--- config.mk ---
export PLATFORM = sky130hd
export DESIGN_NAME = mult
export DESIGN_NICKNAME = d
export VERILOG_FILES = /design/src/rtl/mult.sv
export SDC_FILE = /design/constraint.sdc
export NUM_CORES = 1
export LEC_CHECK = 0
export CAP_MARGIN = 20
export CORE_MARGIN = 2
export CORE_UTILIZATION = 45
export DETAILED_ROUTE_END_ITERATION = 8
export PLACE_DENSITY = 0.68
export SLEW_MARGIN = 25
export SYNTH_ARGS = -nofsm -noshare
export SYNTH_HDL_FRONTEND = slang
export SYNTH_SLANG_ARGS = --single-unit
--- constraint.sdc ---
create_clock -name clock -period 9.8 [get_ports clock]
set_input_delay 2.45 -clock clock [delete_from_list [all_inputs] [get_ports clock]]
set_output_delay 2.45 -clock clock [all_outputs]
set_load 0.05 [all_outputs]
--- src/rtl/mult.sv ---
// Sequential 32x32 radix-2 Booth multiplier for the HI/LO unit, one step per clock.
// Optional MULT_UNSIGNED_EN adds the MultUnsigned port (33-bit zero-extended, 33 steps).
module mult (
    input  logic        clock,
    input  logic        reset,
    input  logic        MultCtrl,
    input  logic [31:0] RegAOut,
    input  logic [31:0] RegBOut,
`ifdef MULT_UNSIGNED_EN
    input  logic        MultUnsigned,
`endif
    output logic        MultDone,
    output logic [31:0] MultHIOut,
    output logic [31:0] MultLOOut
);

    typedef enum logic [1:0] {StIdle, StRun, StDone} state_e;

    state_e      r_state;
    state_e      w_state_next;

    logic [32:0] r_m;
    logic [32:0] r_acc;
    logic [32:0] r_q;
    logic        r_qm1;
    logic [5:0]  r_cnt;
    logic        r_uns;
    logic [31:0] r_hi;
    logic [31:0] r_lo;

    logic        w_uns;
    logic [32:0] w_sum;
    logic [32:0] w_acc_sh;
    logic [32:0] w_q_sh;
    logic        w_last;
    logic [31:0] w_hi_final;
    logic [31:0] w_lo_final;

`ifdef MULT_UNSIGNED_EN
    assign w_uns = MultUnsigned;
`else
    assign w_uns = 1'b0;
`endif

    always_comb begin
        w_sum = r_acc;
        unique case ({r_q[0], r_qm1})
            2'b01:   w_sum = r_acc + r_m;
            2'b10:   w_sum = r_acc - r_m;
            default: w_sum = r_acc;
        endcase
    end

    // In signed mode Q is 32 bits wide, so the ACC LSB shifts into Q[31] instead of Q[32].
    assign w_acc_sh   = {w_sum[32], w_sum[32:1]};
    assign w_q_sh     = r_uns ? {w_sum[0], r_q[32:1]} : {1'b0, w_sum[0], r_q[31:1]};
    assign w_last     = (r_cnt == (r_uns ? 6'd32 : 6'd31));
    assign w_hi_final = r_uns ? {w_acc_sh[30:0], w_q_sh[32]} : w_acc_sh[31:0];
    assign w_lo_final = w_q_sh[31:0];

    always_ff @(posedge clock or posedge reset) begin
        if (reset) begin
            r_state <= StIdle;
        end else begin
            r_state <= w_state_next;
        end
    end

    always_comb begin
        w_state_next = r_state;
        unique case (r_state)
            StIdle: if (MultCtrl) w_state_next = StRun;
            StRun: begin
                if (!MultCtrl) begin
                    w_state_next = StIdle;
                end else if (w_last) begin
                    w_state_next = StDone;
                end
            end
            StDone: if (!MultCtrl) w_state_next = StIdle;
            default: w_state_next = StIdle;
        endcase
    end

    always_ff @(posedge clock or posedge reset) begin
        if (reset) begin
            r_m   <= '0;
            r_acc <= '0;
            r_q   <= '0;
            r_qm1 <= 1'b0;
            r_cnt <= '0;
            r_uns <= 1'b0;
            r_hi  <= '0;
            r_lo  <= '0;
        end else begin
            unique case (r_state)
                StIdle: begin
                    if (MultCtrl) begin
                        r_m   <= {RegAOut[31] & ~w_uns, RegAOut};
                        r_q   <= {1'b0, RegBOut};
                        r_qm1 <= 1'b0;
                        r_acc <= '0;
                        r_cnt <= '0;
                        r_uns <= w_uns;
                    end
                end
                StRun: begin
                    if (MultCtrl) begin
                        r_acc <= w_acc_sh;
                        r_q   <= w_q_sh;
                        r_qm1 <= r_q[0];
                        r_cnt <= r_cnt + 6'd1;
                        if (w_last) begin
                            r_hi <= w_hi_final;
                            r_lo <= w_lo_final;
                        end
                    end
                end
                default: ;
            endcase
        end
    end

    always_comb begin
        MultDone  = (r_state == StDone);
        MultHIOut = r_hi;
        MultLOOut = r_lo;
    end

endmodule

==> qor.yml, run 1 <==
yosys:
  yosys_warnings: 0
  synth_seq_cells: 169
  netlist_area_um2: 9240
  ys.flop_type: "dfrtp_1"
  yosys-top-cells-area: "dfrtp_1 46%, nand2_1 9.2%, o21ai_0 6.0%"
  synth_top_area_share_pct: 45.8
  synth-edff-count: 0
  ys_seq_area_share_pct: 45.8
  synth_nets: 1120
  yosysTopAreaCell: "dfrtp_1"
  synth_cells: 1017
  syn_area_per_cell_um2: 9.08
  ys_types: 51
  synthArstFlopShare_pct: 100
global_routing:
  grt_overflow: 0
  grt_pass1_wl_mm: 36.9
  grt_use_total_pct: 21.2
  first_global_vias: 7158
  grt_max_degree: 86
  antenna_found_initial: 0
status:
  status: "completed"
placed_design:
  portBuffers: 131
  gp_congestion: 0.885
  placed_cell_area_um2: 10800
  dp_hpwl_mm: 15.9
setup_path:
  critPathKind: "flop to flop"
  critPathTopFamily: "simple AND/OR/NAND/NOR gates"
  endpoint_kind: "flop"
  crit_chain: "nor2_1 -> nor4b_1 -> and3_1 -> nor4b_1 -> and3_1 -> a21oi_1 -> xnor2_1 -> ha_1 -> a21oi_1 -> o21ai_0 -> a221o_1 -> a21o_1 -> or4b_4 -> a211o_1 -> o21ai_0"
  cp_slowest_cell: "nor4b_1"
  path_max_fanout: 8
  worst-path-buf-inv: 0
  slowest_delay_ns: 0.58
  cp.required_ns: 10.16
  critPathArrivalTime_ns: 5.22
  cp-start-kind: "flop"
timing:
  setup_viol: 0
  rsz0062_at_grt: "no"
  tightest_slew_ns: 0.961
  layout_min_cycle_time_ns: 4.86
  maxSlewHeadroom_pct: 35.8
  drv_slew: 0
  hold_viol: 0
  timing.final.crit_share_pct: 49.6
  fin_tns_setup_ns: 0
  fmax_ghz: 0.206
  whs_ns: 0.474
  finalClockSkew_ns: 0.00849
power_and_ir_drop:
  p_leak_nw: 5.16
  vdd_drop_max_v: 0.000148
  power_per_cell_area_nw_per_um2: 217
floorplanning:
  fp.dieH_um: 147
  dieArea_um2: 21700
  top_level_ports: 132
  rows: 52
  start_util_pct: 45.8
  coreArea_um2: 20200
  fp.dieW_um: 147
final_layout:
  fin_area_um2: 11400
  drive_gt1_share_pct: 7.62
  area_delta_synth_final_pct: 23.7
  layout_common_cells: "226 x nand2_1, 168 x dfrtp_1, 131 x clkdlybuf4s50_1, 110 x o21ai_0, 61 x a21oi_1"
  num-nets-final: 1232
  antennaDiodeCount: 0
  final_common_cell: "nand2_1"
drt:
  wl_mm: 22.2
  drc: 0
  dr.pass1.iters: 5
  wl_per_cell_um: 15.7
  via_per_inst: 5.29
  postRouteAntennaNets: 0
  vias: 7467
  drtIter0Drc: 478
cts:
  hold_buffers: 0
  post_cts_buffers: 0
  clk_pin_slew_ns: 0.07
  clockBufferDepth: 2
  cts.sinks: 169
  clock_latency_ns: 0.44
  cts_made_buffers: 17
  cts_tree: "done"
  cts_resized: 0
  htreeDepth: 4
  cts_root_buffer: "clkbuf_16"
flow_run:
  timing.max_cap.violations: 0
min_path:
  hold_class: "flop to flop"
[final cells by class]
cell class,instances,area [um2]
Fill cell,1822,8740
Multi-Input combinational cell,776,4760
Sequential cell,169,4230
Timing Repair Buffer,139,1380
Clock buffer,17,425
Tap cell,270,338
Clock inverter,15,200
Inverter,26,103
[power by group]
group / leakage (nW) / internal [mW] / total (mW) / switching, mW
Sequential: 2.21 / 0.779 / 0.868 / 0.0893
Clock: 0.305 / 0.372 / 0.703 / 0.331
Combinational: 2.65 / 0.380 / 0.907 / 0.526
Total: 5.16 / 1.53 / 2.48 / 0.947
[sequential cells by signal (all words and copies together) (netlist names)]
name       flops
r_m           32
r_q           32
r_state        2
r_cnt          6
r_acc         32
r_qm1          1
MultHIOut     32
MultLOOut     32
[worst register-to-register path, cell delays in order, from the launching register on]
cell     delay [ns]
dfrtp_1        0.42
nor2_1         0.14
nor4b_1        0.50
and3_1         0.34
nor4b_1        0.59
and3_1         0.34
a21oi_1        0.10
xnor2_1        0.15
ha_1           0.38
a21oi_1        0.25
o21ai_0        0.16
a221o_1        0.35
a21o_1         0.19
or4b_4         0.51
a211o_1        0.31
o21ai_0        0.07
[path summary, 6_finish.rpt]
kind	cells after the start	slack (ns)	endpoint	start
setup / recovery	15	4.94	r_acc[31]$_DFFE_PP0P_	r_m[3]$_DFFE_PP0P_
hold / removal	2	0.47	MultLOOut[27]$_DFFE_PP0P_	MultLOOut[27]$_DFFE_PP0P_
setup reg to reg	15	4.94	r_acc[31]$_DFFE_PP0P_	r_m[3]$_DFFE_PP0P_
hold reg to reg	2	0.47	MultLOOut[27]$_DFFE_PP0P_	MultLOOut[27]$_DFFE_PP0P_
max in group asynchronous	3	6.04	r_m[19]$_DFFE_PP0P_	reset
min in group asynchronous	2	2.52	MultLOOut[29]$_DFFE_PP0P_	reset
[layer usage]
layer	up-vias	share of wire [%]	global-route usage [%]
met5	-	0	0
met3	29	4.8	4.13
met4	0	1.8	5.96
met1	3475	49	31.0
met2	211	45	32.3
li1	3752	-	-
[synthesized netlist by cell type (all sizes together), types with 2 or more instances]
cell       n
nand2    227
dfrtp    169
o21ai    110
a21oi     61
nor2      59
xnor2     43
mux2i     42
clkbuf    36
ha        35
mux2      35
inv       24
nor3      18
a21o      13
nand3     13
and3      11
buf       10
a22o       9
a31oi      9
xor2       9
nor4       8
nand2b     7
nor2b      7
o211ai     7
a211oi     6
and2       5
o21bai     5
o31ai      5
nor3b      3
nor4b      3
o21a       3
o22ai      3
a221o      2
clkinv     2
nand4      2
o2111ai    2
or3        2
[metrics by stage]
| stage | instances | power (mW) | util [%] | worst slack, ns |
|---|---|---|---|---|
| CTS | 1412 | 2.49 | 56.7 | 4.90 |
| detailed placement | 1380 | 1.77 | 53.6 | 4.74 |
| global placement | 1380 | 1.76 | 53.5 | 4.75 |
| global route | 1412 | 2.64 | 56.7 | 4.49 |
| floorplan | 1017 | 1.54 | - | 2.77 |
| finish | 1412 | 2.48 | 56.7 | 4.94 |
[kinds of logic after synthesis]
family | share of synthesized area, %
DFF | 45.8
AOI/OAI and AO/OA | 15.3
buffers and inverters | 3.01
xor gates and xnor gates | 4.93
and+or+nand+nor | 17.2
adders and majority gates | 4.96
muxes | 8.82
Power figures use the tool's default switching activity.
==> run 2, diff against run 1 <==
- PLACE_DENSITY: 0.68 -> 0.71
- clock period: 9.8 -> 4.3 ns (I/O delays scaled with it)
==> run 2 against run 1 <==
Clock-buffer cell count stayed put. Fmax grew 19%. Worst hold slack got worse by 0.0014 ns. Sequential power increased by 130%. Sequential cell count stayed put. Clock power increased by 130%. Critical path depth is 3 higher. Combinational power is 140% higher. Non-clock buffer count grew 18. Die area did not move. Final cell count up 1.3%. Critical endpoint unchanged. Largest cell class unchanged.
==> qor.yml, run 2 (synthesis results as in run 1) <==
timing:
  rsz0062_at_grt: "yes"
  whs_ns: 0.472  # -0.00137 ns
  fin_tns_setup_ns: 0  # unchanged
  setup_viol: 0  # unchanged
  maxSlewHeadroom_pct: 37.7  # +1.9 points
  hold_viol: 0  # unchanged
  fmax_ghz: 0.245  # +19%
  finalClockSkew_ns: 0.00847  # -0.0000180 ns
  timing.final.crit_share_pct: 94.9  # +45 points
  tightest_slew_ns: 0.932  # -0.0287 ns
  layout_min_cycle_time_ns: 4.08  # -0.780 ns
  drv_slew: 0  # unchanged
setup_path:
  critPathKind: "flop to flop"
  endpoint_kind: "flop"
  cp-start-kind: "flop"
  cp.required_ns: 4.64  # -5.52 ns
  slowest_delay_ns: 0.54  # -0.04 ns
  crit_chain: "inv_1 -> ha_1 -> nor4b_2 -> buf_4 -> nand2_1 -> nor2_1 -> nor2_1 -> xnor2_1 -> ha_1 -> and3_1 -> o211ai_1 -> a31oi_1 -> o211ai_1 -> a211oi_2 -> o2111a_1 -> or4b_4 -> a211o_1 -> o21ai_0"
  path_max_fanout: 5  # -3
  cp_slowest_cell: "or4b_4"
  critPathArrivalTime_ns: 4.42  # -0.80 ns
floorplanning:
  rows: 52  # unchanged
  fp.dieW_um: 147  # unchanged
  top_level_ports: 132  # unchanged
  coreArea_um2: 20200  # unchanged
  fp.dieH_um: 147  # unchanged
  dieArea_um2: 21700  # unchanged
  start_util_pct: 45.8  # unchanged
global_routing:
  first_global_vias: 7489  # +4.6%
  grt_use_total_pct: 21.6  # +0.32 points
  grt_overflow: 0  # unchanged
  grt_max_degree: 81  # -5.8%
  grt_pass1_wl_mm: 37.8  # +2.4%
  antenna_found_initial: 0  # unchanged
drt:
  drtIter0Drc: 632  # +32%
  vias: 7728  # +3.5%
  wl_met1_mm: 10.9  # +0.38%
  wl_mm: 22.7  # +2.1%
  drc: 0  # unchanged
  wl_met2_mm: 10.3  # +3.9%
  dr.pass1.iters: 5  # unchanged
  top_layer: "met4"
  via_per_inst: 5.40  # +2.2%
  postRouteAntennaNets: 0  # unchanged
  met3_length_mm: 1.16  # +7.6%
  wl_per_cell_um: 15.9  # +0.85%
power_and_ir_drop:
  power_mw: 5.73  # +130%
  p_leak_nw: 5.27  # +2.2%
  vdd_drop_max_v: 0.000299  # +100%
  power_per_cell_area_nw_per_um2: 491  # +130%
final_layout:
  antennaDiodeCount: 0  # unchanged
  num-nets-final: 1250  # +1.5%
  fillers: 1755  # -3.7%
  final_common_cell: "nand2_1"
  area_delta_synth_final_pct: 26.3
  fin_cells: 1430  # +1.3%
  drive_gt1_share_pct: 10.3  # +2.6 points
  layout_common_cells: "226 x nand2_1, 167 x dfrtp_1, 131 x clkdlybuf4s50_1, 110 x o21ai_0, 59 x a21oi_1"
placed_design:
  gp_congestion: 0.907  # +2.5%
  dp.cells: 1397  # +1.2%
  dp_hpwl_mm: 16.4  # +3.3%
  portBuffers: 131  # unchanged
cts:
  cts.sinks: 169  # unchanged
  cts_tree: "done"
  htreeDepth: 4  # unchanged
  clock_latency_ns: 0.43  # about the same
  clockBufferDepth: 2  # unchanged
  hold_buffers: 0  # unchanged
  cts_made_buffers: 17  # unchanged
  clk_pin_slew_ns: 0.07  # about the same
  cts_root_buffer: "clkbuf_16"
min_path:
  hold_class: "flop to flop"
status:
  status: "completed"
flow_run:
  timing.max_cap.violations: 0  # unchanged
## run 2: final timing paths
path | start | end | slack (ns) | cells after the start
max reg2reg | r_m[0]$_DFFE_PP0P_ | r_acc[31]$_DFFE_PP0P_ | 0.22 | 18
max in group asynchronous | reset | MultLOOut[3]$_DFFE_PP0P_ | 2.37 | 3
min reg2reg | MultLOOut[19]$_DFFE_PP0P_ | MultLOOut[19]$_DFFE_PP0P_ | 0.47 | 2
max | r_m[0]$_DFFE_PP0P_ | r_acc[31]$_DFFE_PP0P_ | 0.22 | 18
min | MultLOOut[19]$_DFFE_PP0P_ | MultLOOut[19]$_DFFE_PP0P_ | 0.47 | 2
min in group asynchronous | reset | MultLOOut[28]$_DFFE_PP0P_ | 1.10 | 2
## run 2: routing by layer
layer / track usage, % / vias to the layer above
li1: - / 3796
met1: 30.2 / 3677
met2: 35.1 / 226
met3: 3.54 / 29
met4: 5.53 / 0
met5: 0 / -
## run 2: what timing repair did
item	CTS	global route
endpoints found under the setup margin	0	14
buffers inserted	0	1
hold endpoints to repair	0	0
resized for setup	0	15
## run 2: through the flow
stage               util (%)  instance area (um2)  setup slack, ns
floorplan                  -                 9240            0.125
global placement        54.3                11000            0.279
detailed placement      54.3                11000           0.0354
CTS                     57.4                11600          0.00137
global route            57.8                11700          -0.0443
finish                  57.8                11700            0.217
## run 2: area by class of cell
type	instances	area, um2	share of cell area [%]
clock buffers	17	425	3.65
clock inverters	15	195	1.67
inverters	26	101	0.869
multi-input cells	776	4830	41.4
flip-flops and latches	169	4230	36.3
well taps	270	338	2.90
repair buffers	157	1540	13.2
## run 2: worst max-delay path, delay by kind of cell (launching register included)
kind | cells | cell delay (ns)
adder cells (fa/ha/maj) | 2 | 0.55
AO/OA/AOI/OAI | 7 | 1.43
XOR/XNOR | 1 | 0.15
flip-flops | 1 | 0.45
AND/OR/NAND/NOR | 6 | 1.18
buffers and inverters | 2 | 0.25
## run 2: power breakdown
group / switching (mW) / total (mW) / internal (mW)
clock: 0.746 / 1.59 / 0.848
combinational: 1.24 / 2.15 / 0.915
sequential: 0.205 / 1.98 / 1.78
